**src/rtl/gdb_rsp_pkg.sv**
```systemverilog
// Shared definitions for the GDB Remote Serial Protocol receive/transmit blocks:
// framing characters, receiver state encoding and ASCII hex decode.
package gdb_rsp_pkg;

   localparam logic [7:0] CH_SOP  = 8'h24;  // '$'
   localparam logic [7:0] CH_EOP  = 8'h23;  // '#'
   localparam logic [7:0] CH_ESC  = 8'h7D;  // '}'
   localparam logic [7:0] CH_BRK  = 8'h03;  // ctrl-C
   localparam logic [7:0] CH_ACK  = 8'h2B;  // '+'
   localparam logic [7:0] CH_NAK  = 8'h2D;  // '-'
   localparam logic [7:0] ESC_XOR = 8'h20;

   typedef enum logic [2:0] {
      ST_IDLE,
      ST_DATA,
      ST_ESC,
      ST_CS_HI,
      ST_CS_LO,
      ST_STS,
      ST_ACK
   } rsp_state_t;

   // Returns {valid, nibble}; valid is 0 for anything outside 0-9, a-f, A-F.
   function automatic logic [4:0] hex2nib(input logic [7:0] c);
      logic [4:0] r;
      r = 5'd0;
      if (c >= 8'h30 && c <= 8'h39)
         r = {1'b1, c[3:0]};
      else if ((c >= 8'h61 && c <= 8'h66) || (c >= 8'h41 && c <= 8'h46))
         r = {1'b1, c[3:0] + 4'd9};
      return r;
   endfunction

endpackage

```
**src/rtl/gdb_rsp_hex2nib.sv**
```systemverilog
// Combinational ASCII hex digit decode with a valid flag.
module gdb_rsp_hex2nib
   import gdb_rsp_pkg::*;
(
   input  logic [7:0] chr,
   output logic [3:0] nib,
   output logic       vld
);

   // Decode one character.
   always_comb begin
      {vld, nib} = hex2nib(chr);
   end

endmodule

```
**src/rtl/gdb_rsp_rx.sv**
```systemverilog
// GDB RSP packet receiver: frames $payload#cs, un-escapes the payload,
// checks the mod-256 checksum and reports per-packet status.
// Define GDB_RSP_RX_ACK_EN to emit the '+'/'-' acknowledgement byte.
//
// state    | meaning
// ---------+----------------------------------------------------------
// IDLE     | between packets; waits for '$', flags ctrl-C as brk
// DATA     | payload bytes; '#' ends, '}' escapes, '$' restarts
// ESC      | next byte is forwarded XOR 0x20
// CS_HI    | first checksum hex digit
// CS_LO    | second checksum hex digit
// STS      | status offered once the payload register has drained
// ACK      | '+'/'-' offered (ack build only)
module gdb_rsp_rx
   import gdb_rsp_pkg::*;
#(
   parameter  int PAYLOAD_MAX = 1024,
   localparam int LW          = $clog2(PAYLOAD_MAX + 1)
) (
   input  logic          clk,
   input  logic          rst_n,
   input  logic          rx_vld,
   input  logic [7:0]    rx_dat,
   output logic          rx_rdy,
   output logic          pay_vld,
   output logic [7:0]    pay_dat,
   input  logic          pay_rdy,
   output logic          sts_vld,
   input  logic          sts_rdy,
   output logic          sts_ok,
   output logic          sts_ovf,
   output logic [LW-1:0] sts_len,
   output logic          ack_vld,
   output logic [7:0]    ack_dat,
   input  logic          ack_rdy,
   output logic          brk
);

   localparam logic [LW-1:0] LEN_MAX = LW'(PAYLOAD_MAX);

   rsp_state_t    state, state_nxt;
   logic          rdy_int;
   logic          acc;
   logic          clr;
   logic          add;
   logic          fwd;
   logic [7:0]    fwd_dat;
   logic [7:0]    sum;
   logic [LW-1:0] len;
   logic          ovf;
   logic [3:0]    cs_hi;
   logic          cs_bad;
   logic          ok_q;
   logic          pay_vld_q;
   logic [7:0]    pay_dat_q;
   logic          brk_q;
   logic [3:0]    nib;
   logic          nib_vld;

   gdb_rsp_hex2nib u_hex (
      .chr (rx_dat),
      .nib (nib),
      .vld (nib_vld)
   );

   assign rx_rdy  = rst_n & rdy_int;
   assign acc     = rx_vld & rx_rdy;
   assign pay_vld = pay_vld_q;
   assign pay_dat = pay_dat_q;
   assign sts_ok  = ok_q;
   assign sts_ovf = ovf;
   assign sts_len = len;
   assign brk     = brk_q;

`ifndef GDB_RSP_RX_ACK_EN
   logic unused_ack_rdy;
   assign unused_ack_rdy = ack_rdy;
`endif

   // State register.
   always_ff @(posedge clk) begin
      if (!rst_n)
         state <= ST_IDLE;
      else
         state <= state_nxt;
   end

   // Next-state, handshake outputs and datapath strobes.
   always_comb begin
      state_nxt = state;
      rdy_int   = 1'b0;
      sts_vld   = 1'b0;
      ack_vld   = 1'b0;
      ack_dat   = CH_ACK;
      clr       = 1'b0;
      add       = 1'b0;
      fwd       = 1'b0;
      fwd_dat   = rx_dat;
      unique case (state)
         ST_IDLE: begin
            rdy_int = 1'b1;
            if (acc && rx_dat == CH_SOP) begin
               clr       = 1'b1;
               state_nxt = ST_DATA;
            end
         end
         ST_DATA: begin
            rdy_int = !pay_vld_q || pay_rdy;
            if (acc) begin
               if (rx_dat == CH_EOP) begin
                  state_nxt = ST_CS_HI;
               end else if (rx_dat == CH_SOP) begin
                  clr = 1'b1;
               end else if (rx_dat == CH_ESC) begin
                  add       = 1'b1;
                  state_nxt = ST_ESC;
               end else begin
                  add = 1'b1;
                  fwd = 1'b1;
               end
            end
         end
         ST_ESC: begin
            rdy_int = !pay_vld_q || pay_rdy;
            fwd_dat = rx_dat ^ ESC_XOR;
            if (acc) begin
               add       = 1'b1;
               fwd       = 1'b1;
               state_nxt = ST_DATA;
            end
         end
         ST_CS_HI: begin
            rdy_int = 1'b1;
            if (acc) state_nxt = ST_CS_LO;
         end
         ST_CS_LO: begin
            rdy_int = 1'b1;
            if (acc) state_nxt = ST_STS;
         end
         ST_STS: begin
            // Status must not overtake the last payload byte.
            sts_vld = !pay_vld_q;
            if (sts_vld && sts_rdy) begin
`ifdef GDB_RSP_RX_ACK_EN
               state_nxt = ST_ACK;
`else
               state_nxt = ST_IDLE;
`endif
            end
         end
         ST_ACK: begin
`ifdef GDB_RSP_RX_ACK_EN
            ack_vld = 1'b1;
            ack_dat = ok_q ? CH_ACK : CH_NAK;
            if (ack_rdy) state_nxt = ST_IDLE;
`else
            state_nxt = ST_IDLE;
`endif
         end
         default: state_nxt = ST_IDLE;
      endcase
   end

   // Checksum, length, overflow, payload stage and break pulse.
   always_ff @(posedge clk) begin
      if (!rst_n) begin
         sum       <= 8'd0;
         len       <= '0;
         ovf       <= 1'b0;
         cs_hi     <= 4'd0;
         cs_bad    <= 1'b0;
         ok_q      <= 1'b0;
         pay_vld_q <= 1'b0;
         pay_dat_q <= 8'd0;
         brk_q     <= 1'b0;
      end else begin
         brk_q <= (state == ST_IDLE) && acc && (rx_dat == CH_BRK);

         if (clr) begin
            sum    <= 8'd0;
            len    <= '0;
            ovf    <= 1'b0;
            cs_bad <= 1'b0;
            ok_q   <= 1'b0;
         end else if (add) begin
            sum <= sum + rx_dat;
         end

         if (pay_vld_q && pay_rdy)
            pay_vld_q <= 1'b0;

         if (fwd) begin
            if (len == LEN_MAX) begin
               ovf <= 1'b1;
            end else begin
               len       <= len + LW'(1);
               pay_vld_q <= 1'b1;
               pay_dat_q <= fwd_dat;
            end
         end

         if (state == ST_CS_HI && acc) begin
            cs_hi  <= nib;
            cs_bad <= !nib_vld;
         end

         if (state == ST_CS_LO && acc)
            ok_q <= nib_vld && !cs_bad && !ovf && ({cs_hi, nib} == sum);
      end
   end

endmodule

```
**config.mk**
```make
export PLATFORM = sky130hd
export DESIGN_NAME = gdb_rsp_rx
export DESIGN_NICKNAME = d
export VERILOG_FILES = /design/src/rtl/gdb_rsp_pkg.sv /design/src/rtl/gdb_rsp_hex2nib.sv /design/src/rtl/gdb_rsp_rx.sv
export SDC_FILE = /design/constraint.sdc
export NUM_CORES = 1
export LEC_CHECK = 0
export BUFFER_PORTS_ARGS = -buffer_cell sky130_fd_sc_hd__buf_2
export CAP_MARGIN = 15
export CORE_UTILIZATION = 40
export CTS_CLUSTER_SIZE = 10
export DETAILED_ROUTE_END_ITERATION = 10
export PLACE_DENSITY = 0.67
export SLEW_MARGIN = 20
export SYNTH_ARGS = -nofsm -noshare
export SYNTH_HDL_FRONTEND = slang
export SYNTH_HIERARCHICAL = 1
export SYNTH_SLANG_ARGS = --single-unit
```
**constraint.sdc**
```tcl
create_clock -name clk -period 2.4 [get_ports clk]
set_input_delay 0.36 -clock clk [delete_from_list [all_inputs] [get_ports clk]]
set_output_delay 0.36 -clock clk [all_outputs]
set_load 0.05 [all_outputs]
```
Yosys cells after proc, flatten, opt, wreduce, memory -nomap -nowiden
Index checks and enable logic that the tools add are counted.
{"block": "op_classes", "addsub": 3, "n_lt_le_gt_ge": 6, "n_eq_ne": 19, "n_mux": 42, "n_bitwise": 5, "reduce_logical": 27}
{"cell": "$mux W11", "n": 3}
{"cell": "$mux W3", "n": 9}
{"cell": "$mux W1", "n": 22}
{"cell": "$pmux W3 S6", "n": 1}
{"cell": "$eq A8 B6 Y1 const B", "n": 2}
{"cell": "$ge A8 B7 Y1 const B", "n": 2}
{"cell": "$le A8 B7 Y1 const B", "n": 2}
{"cell": "$logic_and A1 B1 Y1", "n": 13}
{"cell": "$ne A2 B2 Y1 const B", "n": 6}
{"cell": "$add A11 B1 Y11 const B", "n": 1}
{"cell": "$eq A11 B11 Y1 const B", "n": 1}
{"cell": "$mux W5", "n": 2}
{"cell": "$add A8 B8 Y8", "n": 1}
{"cell": "$eq A8 B2 Y1 const B", "n": 1}
{"cell": "$eq A8 B7 Y1 const B", "n": 1}
{"cell": "$eq A8 B8 Y1", "n": 1}
{"cell": "$ge A8 B6 Y1 const B", "n": 1}
{"cell": "$le A8 B6 Y1 const B", "n": 1}
{"cell": "$pmux W1 S2", "n": 4}
{"cell": "$reduce_and A8 Y1", "n": 1}
{"cell": "$eq A3 B2 Y1 const B", "n": 2}
{"cell": "$eq A3 B3 Y1 const B", "n": 2}
{"cell": "$mux W6", "n": 1}
{"cell": "$ne A3 B3 Y1 const B", "n": 2}
{"cell": "other kinds (11)", "n": 20}
{"block": "totals", "regBits": 39, "in_bits": 14, "output_inout_bits": 34}

Logic depth before layout (Yosys ltp)
{"block": "logic_depth", "ltp_word": 11, "depth_mapped": 10, "depth_no_buf": 10}

Modules after synthesis
The synthesis kept the hierarchy.
{"mod": "gdb_rsp_rx", "instances": 1, "cells_each": 286, "area_each_um2": 2386.0}
{"mod": "gdb_rsp_hex2nib", "instances": 1, "cells_each": 25, "area_each_um2": 201.4}

Worst setup path after synthesis
Ideal clock, no wire load.
{"block": "synth_timing", "kind": "reg-to-reg", "startpoint": "reg len[0], in the netlist sts_len[0]", "endpoint": "reg pay_dat_q[1], in the netlist pay_dat[1]", "t_arrival_ns": 2.071, "setup_slack_ns": 0.201, "path_stages_with_launch": 10, "path_buffers": 1, "synth_period_minus_slack_ns": 2.199, "path_cell_list": "dfxtp_1 inv_1 ha_1 nor4b_1 nand4b_1 inv_1 nor3_4 buf_6 mux2i_1 nor2_1"}
{"block": "synth_via", "elab_chain_cells": 3}
{"element": "start, declared", "line": "gdb_rsp_rx.sv:49", "rtl": "logic [LW-1:0] len;"}
{"element": "start signal, assigned", "line": "gdb_rsp_rx.sv:196", "rtl": "len <= len + LW'(1);"}
{"element": "$eq A11 B11 Y1", "line": "gdb_rsp_rx.sv:193", "rtl": "if (len == LEN_MAX) begin"}
{"element": "$not A1 Y1 (no line)"}
{"element": "$reduce_and A2 Y1 (no line)"}
{"element": "end signal, assigned", "line": "gdb_rsp_rx.sv:198", "rtl": "pay_dat_q <= fwd_dat;"}
{"element": "end, declared", "line": "gdb_rsp_rx.sv:55", "rtl": "logic [7:0] pay_dat_q;"}
No other way between the ends.
A chain may end at the register's enable or synchronous reset.

Final worst setup path
{"block": "layout_timing", "startpoint": "reg state[0]", "endpoint": "reg len[5], in the netlist sts_len[5]"}
{"block": "layout_via", "elab_chain_cells": 11}
{"element": "start, declared", "line": "gdb_rsp_rx.sv:41", "rtl": "rsp_state_t state, state_nxt;"}
{"element": "start signal, assigned", "line": "gdb_rsp_rx.sv:85", "rtl": "state <= state_nxt;"}
{"element": "$eq A3 B2 Y1 (tied with other cells)", "line": "gdb_rsp_rx.sv:99", "rtl": "unique case (state)"}
{"element": "$reduce_or A3 Y1 (no line) / $reduce_or A2 Y1 (equally long branches)"}
{"element": "$pmux W1 S2", "line": "gdb_rsp_rx.sv:99"}
{"element": "$and A1 B1 Y1", "line": "gdb_rsp_rx.sv:66", "rtl": "assign rx_rdy = rst_n & rdy_int;"}
{"element": "$and A1 B1 Y1", "line": "gdb_rsp_rx.sv:67", "rtl": "assign acc = rx_vld & rx_rdy;"}
{"element": "$logic_and A1 B1 Y1", "line": "gdb_rsp_rx.sv:102", "rtl": "if (acc && rx_dat == CH_SOP) begin"}
{"element": "$mux W1", "line": "gdb_rsp_rx.sv:102"}
{"element": "$pmux W1 S2", "line": "gdb_rsp_rx.sv:99"}
{"element": "$mux W11", "line": "gdb_rsp_rx.sv:179", "rtl": "if (clr) begin"}
{"element": "$mux W11", "line": "gdb_rsp_rx.sv:193"}
{"element": "$mux W11 (*)", "line": "gdb_rsp_rx.sv:192", "rtl": "if (fwd) begin"}
Every way passes the cells marked *; elsewhere a longest branch is shown, timed or not.

==> impl_results.html <==
<table>
<tr><th>Metric</th><th>Value</th></tr>
<tr><th colspan="2">Placement</th></tr>
<tr><td>Placed insts</td><td>417</td></tr>
<tr><td>Half-perimeter wire length of the detailed placement result</td><td>4530 µm</td></tr>
<tr><td>Placed Instance Area</td><td>2840 µm²</td></tr>
<tr><td>Number of port buffers</td><td>37</td></tr>
<tr><td>Routability-driven placement congestion ratio</td><td>~0.84</td></tr>
<tr><th colspan="2">Route</th></tr>
<tr><td>Initial DRC count</td><td>210</td></tr>
<tr><td>Routed length per placed instance</td><td>between 10 and 15 µm</td></tr>
<tr><td>Post-route DRC</td><td>0</td></tr>
<tr><td>Vias per Instance</td><td>5.53</td></tr>
<tr><td>Length of the first detailed-routing pass in iterations</td><td>5</td></tr>
<tr><td>Vias after detailed routing</td><td>2,349</td></tr>
<tr><td>Final ANT Viol Nets</td><td>0</td></tr>
<tr><td>Wirelength, routed</td><td>6190 µm</td></tr>
<tr><th colspan="2">Synthesis</th></tr>
<tr><td>Post-synthesis cell count</td><td>around 310</td></tr>
<tr><td>EDFF count, synth</td><td>0</td></tr>
<tr><td>Number of unique standard cell types used by synthesis</td><td>between 60 and 70</td></tr>
<tr><td>Netlist area before placement</td><td>2590 µm²</td></tr>
<tr><td>Number of warnings issued by yosys</td><td>6</td></tr>
<tr><td>Synth Register Bits</td><td>39</td></tr>
<tr><td>Fraction of registers with async set/reset</td><td>0%</td></tr>
<tr><td>Share of the yosys chip area belonging to registers</td><td>a little under a third</td></tr>
<tr><td>Syn avg cell area</td><td>between 8 and 9 µm²</td></tr>
<tr><td>Leading register cell type out of synthesis</td><td>sky130_fd_sc_hd__dfxtp_1</td></tr>
<tr><th colspan="2">Setup path</th></tr>
<tr><td>Start point of the critical path</td><td>state[0]</td></tr>
<tr><td>WP buf/inv</td><td>0</td></tr>
<tr><td>Number of cells on the worst reg-to-reg path</td><td>6</td></tr>
<tr><td>Worst-case register-to-register setup slack</td><td>0.32 ns</td></tr>
<tr><td>Endpoint of the most critical register-to-register path</td><td>sts_len[5]</td></tr>
<tr><td>Reg-to-reg critical path startpoint</td><td>state[0]</td></tr>
<tr><td>Cell chain of the critical path</td><td>xor2_1 &gt; a211o_1 &gt; or2_2 &gt; o311a_1 &gt; o21ai_0 &gt; o21ai_1</td></tr>
<tr><td>Highest cell delay on the worst timing path</td><td>0.57 ns</td></tr>
<tr><td>Crit path arrival time</td><td>2.26 ns</td></tr>
<tr><td>Crit Path Category</td><td>reg -&gt; reg</td></tr>
<tr><td>CP required</td><td>2.58 ns</td></tr>
<tr><td>CP max stage cell</td><td>sky130_fd_sc_hd__dfxtp_1</td></tr>
<tr><td>Launching element type of the critical path</td><td>register</td></tr>
<tr><td>Largest delay contributor family on the critical path</td><td>compound AO/OA/AOI/OAI gates</td></tr>
<tr><td>Peak fanout along the critical path</td><td>11</td></tr>
<tr><td>Type of element capturing the critical path</td><td>register</td></tr>
<tr><th colspan="2">STA</th></tr>
<tr><td>Unrepaired setup endpoints after global routing</td><td>no</td></tr>
<tr><td>Worst slew pin tran</td><td>0.503 ns</td></tr>
<tr><td>Worst Skew</td><td>0.0135 ns</td></tr>
<tr><td>Relative slew slack</td><td>between 60% and 70%</td></tr>
<tr><td>Timing-limited maximum frequency</td><td>approximately 0.48 GHz</td></tr>
<tr><td>Final Hold Violating Endpoints</td><td>0</td></tr>
<tr><td>Final-layout worst hold slack</td><td>between 0.4 and 0.5 ns</td></tr>
<tr><td>Total negative setup slack</td><td>0 ns</td></tr>
<tr><td>Final setup fails</td><td>0</td></tr>
<tr><td>Max-slew violation count</td><td>0</td></tr>
<tr><td>Min cycle time layout</td><td>2.08 ns</td></tr>
<tr><td>Final clock period utilization by the worst path</td><td>86.9%</td></tr>
<tr><th colspan="2">GRT</th></tr>
<tr><td>All-Layer GR Usage</td><td>19.7%</td></tr>
<tr><td>Initial antenna violation count</td><td>0</td></tr>
<tr><td>Number of global-route vias before repair</td><td>~2,100</td></tr>
<tr><td>First-pass GRT wire length</td><td>10,100 µm</td></tr>
<tr><td>Global route total overflow</td><td>0</td></tr>
<tr><td>Maximum number of pins on one net before global-route repair</td><td>26</td></tr>
<tr><th colspan="2">Layout</th></tr>
<tr><td>Final standard cell area without fillers</td><td>2960 µm²</td></tr>
<tr><td>Area added between synthesis and finish</td><td>14.4%</td></tr>
<tr><td>Layout cell share with drive strength beyond 1</td><td>19.4%</td></tr>
<tr><td>Fin nets</td><td>376</td></tr>
<tr><td>Most common cell after layout, fill and taps aside</td><td>sky130_fd_sc_hd__nor2_1</td></tr>
<tr><td>Number of standard cells in the final layout excluding fillers</td><td>about 430</td></tr>
<tr><td>Commonest cells after routing, fill and taps aside</td><td>sky130_fd_sc_hd__nor2_1, sky130_fd_sc_hd__dfxtp_1, sky130_fd_sc_hd__buf_2</td></tr>
<tr><td>Diode insertion count for antenna repair</td><td>0</td></tr>
<tr><th colspan="2">CTS</th></tr>
<tr><td>H-tree depth</td><td>2</td></tr>
<tr><td>Hold-fix buffer count after cts</td><td>0</td></tr>
<tr><td>TritonCTS clock tree</td><td>done</td></tr>
<tr><td>Cell chosen for the clock root</td><td>sky130_fd_sc_hd__clkbuf_8</td></tr>
<tr><td>Buffers inserted by post-CTS timing repair</td><td>0</td></tr>
<tr><td>Number of CTS-inserted buffers</td><td>5</td></tr>
<tr><td>Clock-pin slew on the worst setup and hold paths</td><td>0.09 ns</td></tr>
<tr><td>CTS max path bufs</td><td>2</td></tr>
<tr><td>Clock insertion delay at the later pin of the skew report</td><td>0.29 ns</td></tr>
<tr><td>Number of gates resized after CTS</td><td>0</td></tr>
<tr><td>CTS sink cnt</td><td>39</td></tr>
<tr><th colspan="2">Run status</th></tr>
<tr><td>Result of the run</td><td>finished, final reports clean</td></tr>
<tr><th colspan="2">Floorplan</th></tr>
<tr><td>Initial core utilization</td><td>42.4%</td></tr>
<tr><td>Die Span X</td><td>between 80 and 90 µm</td></tr>
<tr><td>Die outline area</td><td>6790 µm²</td></tr>
<tr><td>Die Height</td><td>82.4 µm</td></tr>
<tr><td>Total number of placement rows</td><td>28</td></tr>
<tr><td>Core box area</td><td>6100 µm²</td></tr>
<tr><td># IOs</td><td>48</td></tr>
<tr><th colspan="2">Worst hold path</th></tr>
<tr><td>Hold Path Origin</td><td>rx_dat[5]</td></tr>
<tr><td>Hold Crit Endpoint</td><td>brk</td></tr>
<tr><td>Hold Path Depth</td><td>2</td></tr>
<tr><td>Worst Hold Class</td><td>in -&gt; reg</td></tr>
<tr><th colspan="2">Power and ir drop</th></tr>
<tr><td>Power per cell area</td><td>approximately 470 nW/µm²</td></tr>
<tr><td>Cell leakage power</td><td>1.23 nW</td></tr>
<tr><td>Peak supply drop</td><td>0.329 mV</td></tr>
<tr><th colspan="2">Run</th></tr>
<tr><td>Max-cap violations</td><td>0</td></tr>
</table>
-- flip-flops by register name (all words and copies together) (netlist names) --
register and flops:
brk 1, cs_bad 1, cs_hi 4, pay_dat 8, pay_vld 1, state 3, sts_len 11, sts_ok 1
sts_ovf 1, sum 8
-- synthesized netlist by cell type (2+ instances only) --
cell | count | area share (%)
sky130_fd_sc_hd__nor2_1 | 42 | 6.1
sky130_fd_sc_hd__dfxtp_1 | 39 | 30
sky130_fd_sc_hd__mux2i_1 | 18 | 7.0
sky130_fd_sc_hd__nand2_1 | 17 | 2.5
sky130_fd_sc_hd__nand3_1 | 16 | 3.1
sky130_fd_sc_hd__a21oi_1 | 15 | 2.9
sky130_fd_sc_hd__inv_1 | 15 | 2.2
sky130_fd_sc_hd__ha_1 | 12 | 5.8
sky130_fd_sc_hd__xnor2_1 | 12 | 4.1
sky130_fd_sc_hd__buf_4 | 9 | 2.6
sky130_fd_sc_hd__clkbuf_1 | 8 | 1.2
sky130_fd_sc_hd__o21ai_0 | 8 | 1.5
sky130_fd_sc_hd__nor2b_1 | 7 | 1.7
sky130_fd_sc_hd__a31oi_1 | 6 | 1.5
sky130_fd_sc_hd__nor4_1 | 6 | 1.5
sky130_fd_sc_hd__nand3b_1 | 5 | 1.5
sky130_fd_sc_hd__nand4_1 | 5 | 1.2
sky130_fd_sc_hd__nand2b_1 | 4 | 0.97
sky130_fd_sc_hd__nand4b_1 | 4 | 1.4
sky130_fd_sc_hd__and3_1 | 3 | 0.73
sky130_fd_sc_hd__buf_2 | 3 | 0.58
sky130_fd_sc_hd__nor3_1 | 3 | 0.58
sky130_fd_sc_hd__nor3b_1 | 3 | 0.87
sky130_fd_sc_hd__o21ai_1 | 3 | 0.58
sky130_fd_sc_hd__a2bb2oi_1 | 2 | 0.68
sky130_fd_sc_hd__buf_6 | 2 | 0.87
sky130_fd_sc_hd__conb_1 | 2 | 0.29
sky130_fd_sc_hd__nand2_2 | 2 | 0.48
sky130_fd_sc_hd__o21bai_1 | 2 | 0.58
sky130_fd_sc_hd__o311ai_1 | 2 | 0.68
sky130_fd_sc_hd__o41ai_1 | 2 | 0.68
sky130_fd_sc_hd__xor2_1 | 2 | 0.68
-- layout make-up --
class	instances	area [µm²]
clock buffer	6	82.6
clock inverter	2	38.8
fill	596	3140
inverter	15	56.3
multi-input combinational	242	1640
sequential	39	781
tap	75	93.8
timing repair buffer	46	265
-- routing by layer --
metal  track usage [%]  wire (µm)  vias up
li1                  -          -     1179
met1              27.9       3070     1074
met2              30.3       2680       92
met3              3.19        396        4
met4              5.96         40        0
met5                 0          0        -
-- logic make-up after synthesis --
group	Yosys count	share of synthesized area [%]
AND/OR/NAND/NOR	130	28.5
AO/OA/AOI/OAI	58	15.3
flip-flops	39	30.2
buffers and inverters	37	7.40
multiplexers	18	6.96
XOR/XNOR	14	4.74
adder cells (fa/ha/maj)	13	6.58
other	2	0.290
-- where the power goes --
part	internal (mW)	total [mW]	switching, mW	leakage, nW
registers	0.646	0.646	0.0000492	0.314
clock network	0.342	0.589	0.247	0.0618
logic	0.0410	0.144	0.102	0.856
-- worst reg2reg max path, stage by stage, from the launching register on --
cell	delay, ns
sky130_fd_sc_hd__dfxtp_1	0.57
sky130_fd_sc_hd__xor2_1	0.14
sky130_fd_sc_hd__a211o_1	0.35
sky130_fd_sc_hd__or2_2	0.39
sky130_fd_sc_hd__o311a_1	0.23
sky130_fd_sc_hd__o21ai_0	0.20
sky130_fd_sc_hd__o21ai_1	0.09
-- how the worst max path moves through the flow --
stage	to	slack (ns)	cells past startpoint
floorplan	pay_dat[1]	0.20	9
global placement	sts_ok	0.17	12
detailed placement	sts_ok	0.12	12
CTS	sts_len[5]	0.34	6
global route	sts_ok	0.17	12
finish	sts_len[5]	0.32	6
-- metrics by stage --
| stage | setup slack (ns) | power, mW | utilization [%] |
|---|---|---|---|
| floorplan | 0.201 | 0.766 | - |
| global placement | 0.169 | 0.802 | 46.6 |
| detailed placement | 0.124 | 0.805 | 46.6 |
| CTS | 0.341 | 1.39 | 48.5 |
| global route | 0.173 | 1.44 | 48.5 |
| finish | 0.316 | 1.38 | 48.5 |
Power figures use the tool's default switching activity.
